===== config.mk =====
export PLATFORM = sky130hd
export DESIGN_NAME = fc_stream_host
export DESIGN_NICKNAME = d
export VERILOG_FILES = /design/src/rtl/fc_stream_host.sv
export SDC_FILE = /design/constraint.sdc
export NUM_CORES = 1
export LEC_CHECK = 0
export ABC_AREA = 1
export CORE_ASPECT_RATIO = 0.6
export CORE_MARGIN = 3
export CORE_UTILIZATION = 53
export CTS_CLUSTER_SIZE = 28
export DETAILED_ROUTE_END_ITERATION = 8
export GPL_ROUTABILITY_DRIVEN = 0
export PLACE_DENSITY = 0.77
export SETUP_SLACK_MARGIN = 0.02
export SYNTH_ARGS = -nofsm -noshare
export SYNTH_HDL_FRONTEND = slang
export SYNTH_SLANG_ARGS = --single-unit

===== constraint.sdc =====
create_clock -name clk_i -period 6.9 [get_ports clk_i]
set_input_delay 0.69 -clock clk_i [delete_from_list [all_inputs] [get_ports clk_i]]
set_output_delay 0.69 -clock clk_i [all_outputs]
set_load 0.01 [all_outputs]

===== src/rtl/fc_stream_host.sv =====
// rtl/fc_stream_host.sv - host endpoint that streams an input vector into an fc layer and captures its outputs
module fc_stream_host #(
    parameter int M = 4,
    parameter int N = 8,
    parameter int T = 16
) (
    input  logic                 clk_i,
    input  logic                 reset_i,
    input  logic                 ld_en_i,
    input  logic [$clog2(N)-1:0] ld_addr_i,
    input  logic [T-1:0]         ld_data_i,
    input  logic                 start_i,
    output logic                 busy_o,
    output logic                 done_o,
    output logic                 tx_valid_o,
    input  logic                 tx_ready_i,
    output logic [T-1:0]         tx_data_o,
    input  logic                 rx_valid_i,
    output logic                 rx_ready_o,
    input  logic [T-1:0]         rx_data_i,
    input  logic                 rx_stall_i,
    input  logic [$clog2(M)-1:0] rd_addr_i,
    output logic [T-1:0]         rd_data_o
);

    localparam int NW = $clog2(N);
    localparam int MW = $clog2(M);

    typedef enum logic [1:0] {S_IDLE, S_SEND, S_RECV, S_DONE} state_t;

    state_t          state_q, state_d;
    logic [T-1:0]    xbuf_q [N];
    logic [T-1:0]    ybuf_q [M];
    logic [NW-1:0]   tx_idx_q;
    logic [MW-1:0]   rx_idx_q;
    logic [T-1:0]    rd_data_q;
    logic            tx_hs;
    logic            rx_hs;
    logic            tx_last;
    logic            rx_last;

    assign tx_hs   = tx_valid_o & tx_ready_i;
    assign rx_hs   = rx_valid_i & rx_ready_o;
    assign tx_last = (32'(tx_idx_q) == N - 1);
    assign rx_last = (32'(rx_idx_q) == M - 1);

    always_ff @(posedge clk_i or posedge reset_i) begin
        if (reset_i) begin
            state_q <= S_IDLE;
        end else begin
            state_q <= state_d;
        end
    end

    always_comb begin
        state_d = state_q;
        case (state_q)
            S_IDLE: if (start_i) state_d = S_SEND;
            S_SEND: if (tx_hs && tx_last) state_d = S_RECV;
            S_RECV: if (rx_hs && rx_last) state_d = S_DONE;
            S_DONE: state_d = S_IDLE;
            default: state_d = S_IDLE;
        endcase
    end

    // Handshake outputs decode only the registered state; rx_stall is the one live input term.
    always_comb begin
        busy_o     = (state_q == S_SEND) || (state_q == S_RECV);
        done_o     = (state_q == S_DONE);
        tx_valid_o = (state_q == S_SEND);
        rx_ready_o = (state_q == S_RECV) && !rx_stall_i;
    end

    assign tx_data_o = xbuf_q[tx_idx_q];
    assign rd_data_o = rd_data_q;

    always_ff @(posedge clk_i or posedge reset_i) begin
        if (reset_i) begin
            for (int i = 0; i < N; i++) xbuf_q[i] <= '0;
            for (int j = 0; j < M; j++) ybuf_q[j] <= '0;
            tx_idx_q  <= '0;
            rx_idx_q  <= '0;
            rd_data_q <= '0;
        end else begin
            if (state_q == S_IDLE) begin
                if (ld_en_i && (32'(ld_addr_i) < N)) begin
                    xbuf_q[ld_addr_i] <= ld_data_i;
                end
                if (start_i) begin
                    tx_idx_q <= '0;
                    rx_idx_q <= '0;
                end
            end
            if (tx_hs) begin
                tx_idx_q <= tx_idx_q + NW'(1);
            end
            if (rx_hs) begin
                ybuf_q[rx_idx_q] <= rx_data_i;
                rx_idx_q         <= rx_idx_q + MW'(1);
            end
            // Reads see the pre-edge buffer, so a same-cycle capture returns the old word.
            rd_data_q <= (32'(rd_addr_i) < M) ? ybuf_q[rd_addr_i] : '0;
        end
    end

endmodule


==> run summary, run 1 <==
Status = completed
Vias = 8435
Power Internal = 0.00310 W
Switching Power = 0.00176 W
Combinational Power Share = 34.3%
Final wirelength = 24.8 mm
Final setup TNS = 0 ps
Worst skew pair latency = 510 ps
Clock power frac = 24.7%
FFs w/ async S/R, synth = 100%
# hold bufs at CTS = 0
Drt pass-1 iters = 6
Worst-Margin Slew = 1300 ps
Post-Syn Area = 0.0100 mm2
Final setup vio count = 0
Non-Filler Instances = 1590
Core box area = 0.0183 mm2
DR WL/cell = 15.6 um
Worst r2r path cells = 7
Clock-pin slew on the worst setup and hold paths = 70 ps
Type of the most critical hold path = flip-flop to flip-flop
Power Density = 420 mW/mm2
CTS tree = done
WHS Path Cells = 2
Worst Skew = 21.8 ps
CTS Root Cell = clkbuf_16
Total track usage = 24.6%
# rows = 38
Post-synth EDFFs = 0
Layout cell share with drive strength beyond 1 = 4.22%
Vias in the first global route = 7942
Die area = 0.0207 mm2
Area leader, netlist = dfrtp_1
Worst reg2reg path startpoint = state_q[0]
Min-Delay Endpoint = xbuf_q[80]
Critical path class = flip-flop to primary output
Most frequent cells in the layout = nand2_1, dfrtp_1, o21ai_0
Max VDD drop = 0.243 mV
Worst Hold Slack = 481 ps
Prevailing post-synth register cell = dfrtp_1
H-tree levels = 1
Global-route wire length before repair = 41.5 mm
Dpl hpwl = 14.8 mm
IO buf count = 79
Rel. slew slack = 12.9%
Yosys reg bits = 215
Worst-path fanout max = 18
Top-level I/O count = 80
Synthesis Warnings = 0
Worst hold start = xbuf_q[80]
Leak pwr = 6.05 nW
Initial core utilization = 54.9%
RR Endpoint = xbuf_q[32]
Unrepaired setup endpoints after global routing = no
Area Growth Syn to Fin = 15.2%
Count of cell types in the netlist = 22
Filler cell count in the final layout = 1574
Period minus WS final = 4000 ps
Sw Share = 36.2%
Critical Path Start Type = flip-flop
Dpl cells = 1552
Critical Path AT = 3310 ps
Flop pwr share = 41.0%
Dpl ws = 3500 ps
CTS resizes = 0
Peak Freq = 250 MHz
CTS sink cnt = 215
Setup ws final = 2900 ps
R2r setup slk = 4420 ps
Commonest non-fill, non-tap cell in the layout = nand2_1
Max-slew violations = 0
Die Width = 184 um
Drt drc = 0
CTS buffer count = 21
# nets final = 1390
Largest net degree at the start of global routing = 86
Post-Syn Area per Cell = 7.75 um2
Final Hold Viols = 0
Synth top area cells = dfrtp_1, nand2_1, o21ai_0
Seq/Total Area, Yosys = 53.6%
Post-DRT Antenna Nets = 0
Die H = 113 um
Top cell type's share of synthesized area = 53.6%
CP Data Required Time = 6210 ps
Antenna violations before repair = 0
Post-CTS Setup Bufs = 0
Gr ovfl total = 0
Synthesized Nets = 1350
Vias per std cell = 5.31
Synth Instances = 1295
DRT iter0 DRCs = 891
Tcrit/Tclk final = 58.0%
Maximum Capacitance Violations = 0
# diodes = 0
Worst setup EP type = primary output
Clk buf depth = 3
-- final cells by class --
cell class	count	area (um2)	share of cell area, %
Multi-Input combinational cell	874	3800	32.9
Clock buffer	29	616	5.32
Tap cell	240	300	2.60
Timing Repair Buffer	86	843	7.29
Inverter	137	522	4.51
Clock inverter	9	106	0.919
Sequential cell	215	5380	46.5
-- metrics by stage --
stage          util (%)  power, W  cell area (um2)
5_1_grt            63.2   0.00525            11600
6_report           63.2   0.00486            11600
2_1_floorplan         -   0.00307            10000
4_1_cts            63.2   0.00487            11600
3_3_place_gp       59.3   0.00359            10800
3_5_place_dp       59.3   0.00365            10800
-- cell families (layout without fill, tap and decap cells) --
group,count (synthesis),count (layout),share of synthesized area (%)
buffers and inverters,206,261,8.55
and+or+nand+nor,632,632,24.8
AOI/OAI and AO/OA,231,231,11.7
adders and majority gates,11,11,1.37
DFF,215,215,53.6
-- state kept, by name (all words and copies together), names as in the netlist --
| register | cells |
|---|---|
| state_q | 2 |
| ybuf_q | 64 |
| rd_data_o | 16 |
| xbuf_q | 128 |
| rx_idx_q | 2 |
| tx_idx_q | 3 |
-- how the worst max path moves through the flow --
stage	start	end	slack, ps	depth (start not counted)
6_report	tx_idx_q[2]	tx_data_o[12]	2900	4
5_1_grt	tx_idx_q[0]	tx_data_o[5]	2660	8
4_1_cts	tx_idx_q[0]	tx_data_o[12]	2940	9
3_5_place_dp	tx_idx_q[0]	tx_data_o[12]	3500	9
3_3_place_gp	tx_idx_q[2]	tx_data_o[14]	3560	4
2_1_floorplan	reset_i	rd_data_o[0]	330	1
-- power by group through the flow --
stage          registers (W)  logic [W]  clock network [W]
3_3_place_gp         0.00198    0.00160                  0
2_1_floorplan        0.00194    0.00114                  0
6_report             0.00199    0.00167            0.00120
3_5_place_dp         0.00200    0.00166                  0
4_1_cts              0.00198    0.00167            0.00121
5_1_grt              0.00205    0.00193            0.00127
-- worst max-delay path, stage by stage (launching register included) --
cell,delay [ps]
dfrtp_1,980
clkinv_1,910
nand2_1,320
nand2_1,100
clkdlybuf4s50_1,490
-- routing by layer --
metal / track usage (%) / share of wire, %
met5: 0 / 0
met4: 5.18 / 1.5
met3: 4.11 / 7.6
met2: 35.6 / 43
met1: 39.1 / 48
-- Yosys cell counts, types with 7 or more instances --
cell type and instances:
nor2_1 35, o21ai_0 208, inv_1 134, nand2_1 538
buf_2 35, dfrtp_1 215, nand3_1 50, o22ai_1 16
o21ai_1 7, clkbuf_2 12, ha_1 11, clkbuf_1 17
Power figures use the tool's default switching activity.
==> inputs of run 2 (changes only) <==
--- a/config.mk
+++ b/config.mk
@@ -8,11 +8,11 @@
 export ABC_AREA = 1
 export CORE_ASPECT_RATIO = 0.6
 export CORE_MARGIN = 3
-export CORE_UTILIZATION = 53
+export CORE_UTILIZATION = 58
 export CTS_CLUSTER_SIZE = 28
 export DETAILED_ROUTE_END_ITERATION = 8
 export GPL_ROUTABILITY_DRIVEN = 0
-export PLACE_DENSITY = 0.77
+export PLACE_DENSITY = 0.79
 export SETUP_SLACK_MARGIN = 0.02
 export SYNTH_ARGS = -nofsm -noshare
 export SYNTH_HDL_FRONTEND = slang
==> constraint.sdc (replaced) <==
create_clock -name clk_i -period 4.1 [get_ports clk_i]
set_input_delay 0.41 -clock clk_i [delete_from_list [all_inputs] [get_ports clk_i]]
set_output_delay 0.41 -clock clk_i [all_outputs]
set_load 0.01 [all_outputs]
==> run 2 against run 1 <==
  * Register-to-register slack got worse by 2700 ps
  * Sequential share of layout area shrank 0.13 points
  * Combinational power is 71% higher
  * Non-clock buffer count grew 10
  * Setup slack worse by 1800 ps
  * Global-route usage increased by 3.0 points
  * Hold slack better by 2.2 ps
  * Sequential cell count stayed put
  * Critical path depth is 5 higher
  * Die area shrank 8.3%
  * Sequential power grew 68%
  * Count of clock-buffer cells in the layout increased by 2
  * Highest routed layer is now met5
==> run summary, run 2 (same netlist as run 1, synthesis figures left out) <==
Setup ws final = 1100 ps (-1800 ps)
DRT iter0 DRCs = 859 (-3.6%)
Type of the most critical hold path = flip-flop to flip-flop
Filler cell count in the final layout = 1369 (-13%)
Most frequent cells in the layout = nand2_1, dfrtp_1, o21ai_0
Final wirelength = 25.5 mm (+2.8%)
Largest net degree at the start of global routing = 66 (-23%)
Vias in the first global route = 8114 (+2.2%)
Post-CTS Setup Bufs = 0 (unchanged)
Worst-Margin Slew = 1190 ps (-112 ps)
Die Width = 176 um (-4.3%)
Crit path from = tx_idx_q[0]
Max VDD drop = 0.434 mV (+79%)
CP Data Required Time = 3690 ps (-2520 ps)
Worst-path fanout max = 27 (+9)
DR WL/cell = 16.1 um (+3.0%)
Critical Path AT = 2590 ps (-720 ps)
Worst path slowest cell = clkdlybuf4s50_1
Peak Freq = 333 MHz
Tcrit/Tclk final = 73.2%
Worst Hold Slack = 484 ps (+2.21 ps)
Min-Delay Endpoint = ybuf_q[5]
Dpl hpwl = 15.7 mm (+6.5%)
Placed standard-cell area = 0.0109 mm2 (+0.75%)
Die area = 0.0190 mm2 (-8.3%)
Final Hold Viols = 0 (unchanged)
Flop pwr share = 41.2% (+0.2 points)
# nets final = 1399 (+0.65%)
CTS sink cnt = 215 (unchanged)
R2r setup slk = 1760 ps (-2660 ps)
RR Endpoint = xbuf_q[51]
Area Growth Syn to Fin = 15.6%
Post-DRT Antenna Nets = 0 (unchanged)
Finished Cell Area = 0.0116 mm2 (+0.28%)
Core box area = 0.0166 mm2 (-9.4%)
Most flops, register = xbuf_q
Die H = 108 um (-4.2%)
Antenna violations before repair = 1 (+1)
Critical path class = flip-flop to primary output
Vias = 8605 (+2.0%)
IO buf count = 79 (unchanged)
Area of the multi-input gates = 0.00380 mm2 (unchanged)
Commonest non-fill, non-tap cell in the layout = nand2_1
Worst reg2reg path startpoint = state_q[1]
Util after Layout = 70.0% (+6.8 points)
WHS Path Cells = 2 (unchanged)
CTS tree = done
Worst path buffer plus inverter count = 3 (+1)
Worst skew pair latency = 490 ps (-20 ps)
Gr ovfl total = 0 (unchanged)
Total track usage = 27.6% (+3.0 points)
Worst Skew = 12.2 ps (-9.65 ps)
Clock power frac = 23.4% (-1.3 points)
Final setup TNS = 0 ps (unchanged)
Layout cell share with drive strength beyond 1 = 4.64% (+0.42 points)
Dpl ws = 1660 ps (-1840 ps)
Clk buf depth = 3 (unchanged)
Initial core utilization = 60.6% (+5.7 points)
Drt pass-1 iters = 5 (-1)
CTS buffer count = 20 (-4.8%)
H-tree levels = 1 (unchanged)
Top-level I/O count = 80 (unchanged)
Register area = 0.00538 mm2 (unchanged)
Maximum Capacitance Violations = 0 (unchanged)
Cell mode on critical path = nand2_1
Crit-path max cell delay = 550 ps (-430 ps)
Worst setup EP type = primary output
Largest register FFs = 128 (unchanged)
CP Cell Sequence = inv_2 -> buf_4 -> nand2_1 -> nand2_1 -> nand2_1 -> nand2_1 -> nand2_1 -> nand2_1 -> clkdlybuf4s50_1
Max-slew violations = 0 (unchanged)
Rel. slew slack = 20.4% (+7.5 points)
Drt drc = 0 (unchanged)
Vias per std cell = 5.43 (+2.3%)
Status = completed
CTS resizes = 0 (unchanged)
Worst hold start = ybuf_q[5]
Family with the most delay on the worst path = buffers and inverters
Worst r2r path cells = 6 (-1)
# rows = 36 (-5.3%)
CTS Root Cell = clkbuf_16
# hold bufs at CTS = 0 (unchanged)
Critical Path Start Type = flip-flop
Clock-pin slew on the worst setup and hold paths = 70 ps (about the same)
Period minus WS final = 3000 ps
Final setup vio count = 0 (unchanged)
Power Internal = 0.00516 W (+66%)
Global-route wire length before repair = 42.3 mm (+1.9%)
Switching Power = 0.00293 W (+67%)
# diodes = 0 (unchanged)
Sw Share = 36.2% (+0.054 points)
Combinational Power Share = 35.4% (+1.1 points)
Power Density = 698 mW/mm2 (+66%)
Unrepaired setup endpoints after global routing = no
Leak pwr = 6.08 nW (+0.42%)
## run 2: cell count changes in the layout (fill, tap and decap cells not counted), sizes merged
cell	change
inv	-3
clkinvlp	+1
clkbuf	+2
bufinv	-1
buf	+10
clkinv	-1
## run 2: how the worst max path moves through the flow
| stage | end | depth (start not counted) | slack, ps |
|---|---|---|---|
| 2_1_floorplan | rd_data_o[0] | 1 | 890 |
| 3_3_place_gp | tx_data_o[12] | 9 | 1690 |
| 3_5_place_dp | xbuf_q[47] | 5 | 1660 |
| 4_1_cts | tx_data_o[3] | 9 | 1100 |
| 6_report | tx_data_o[12] | 9 | 1100 |
| 5_1_grt | tx_data_o[3] | 9 | 920 |
## run 2: area by class of cell
cell class	count	share of cell area, %
multi-input cells	874	32.8
repair buffers	96	8.13
well taps	228	2.46
flip-flops and latches	215	46.4
inverters	137	4.46
clock buffers	31	5.37
clock inverters	5	0.431
## run 2: layer usage
metal	routed length (um)	global-route usage [%]	up-vias
met3	2080	5.36	40
met2	11100	41.5	354
met1	11900	42.4	4083
li1	-	-	4126
met4	386	5.08	2
met5	7	0	-
## run 2: power groups by stage
stage	clock (W)	combinational, W	sequential, W
6_report	0.00190	0.00286	0.00334
3_5_place_dp	0	0.00283	0.00334
3_3_place_gp	0	0.00274	0.00332
2_1_floorplan	0	0.00192	0.00326
4_1_cts	0.00192	0.00286	0.00332
5_1_grt	0.00200	0.00330	0.00342
## run 2: metrics by stage
stage / std cells / total power (W)
CTS: 1586 / 0.00809
finish: 1586 / 0.00810
floorplan: 1295 / 0.00518
detailed placement: 1550 / 0.00617
global placement: 1550 / 0.00606
global route: 1586 / 0.00872
## run 2: tightest hold or removal path: stages, from the launching register on
cell and delay (ps):
dfrtp_1 340, nand2_1 50, nand2_1 50
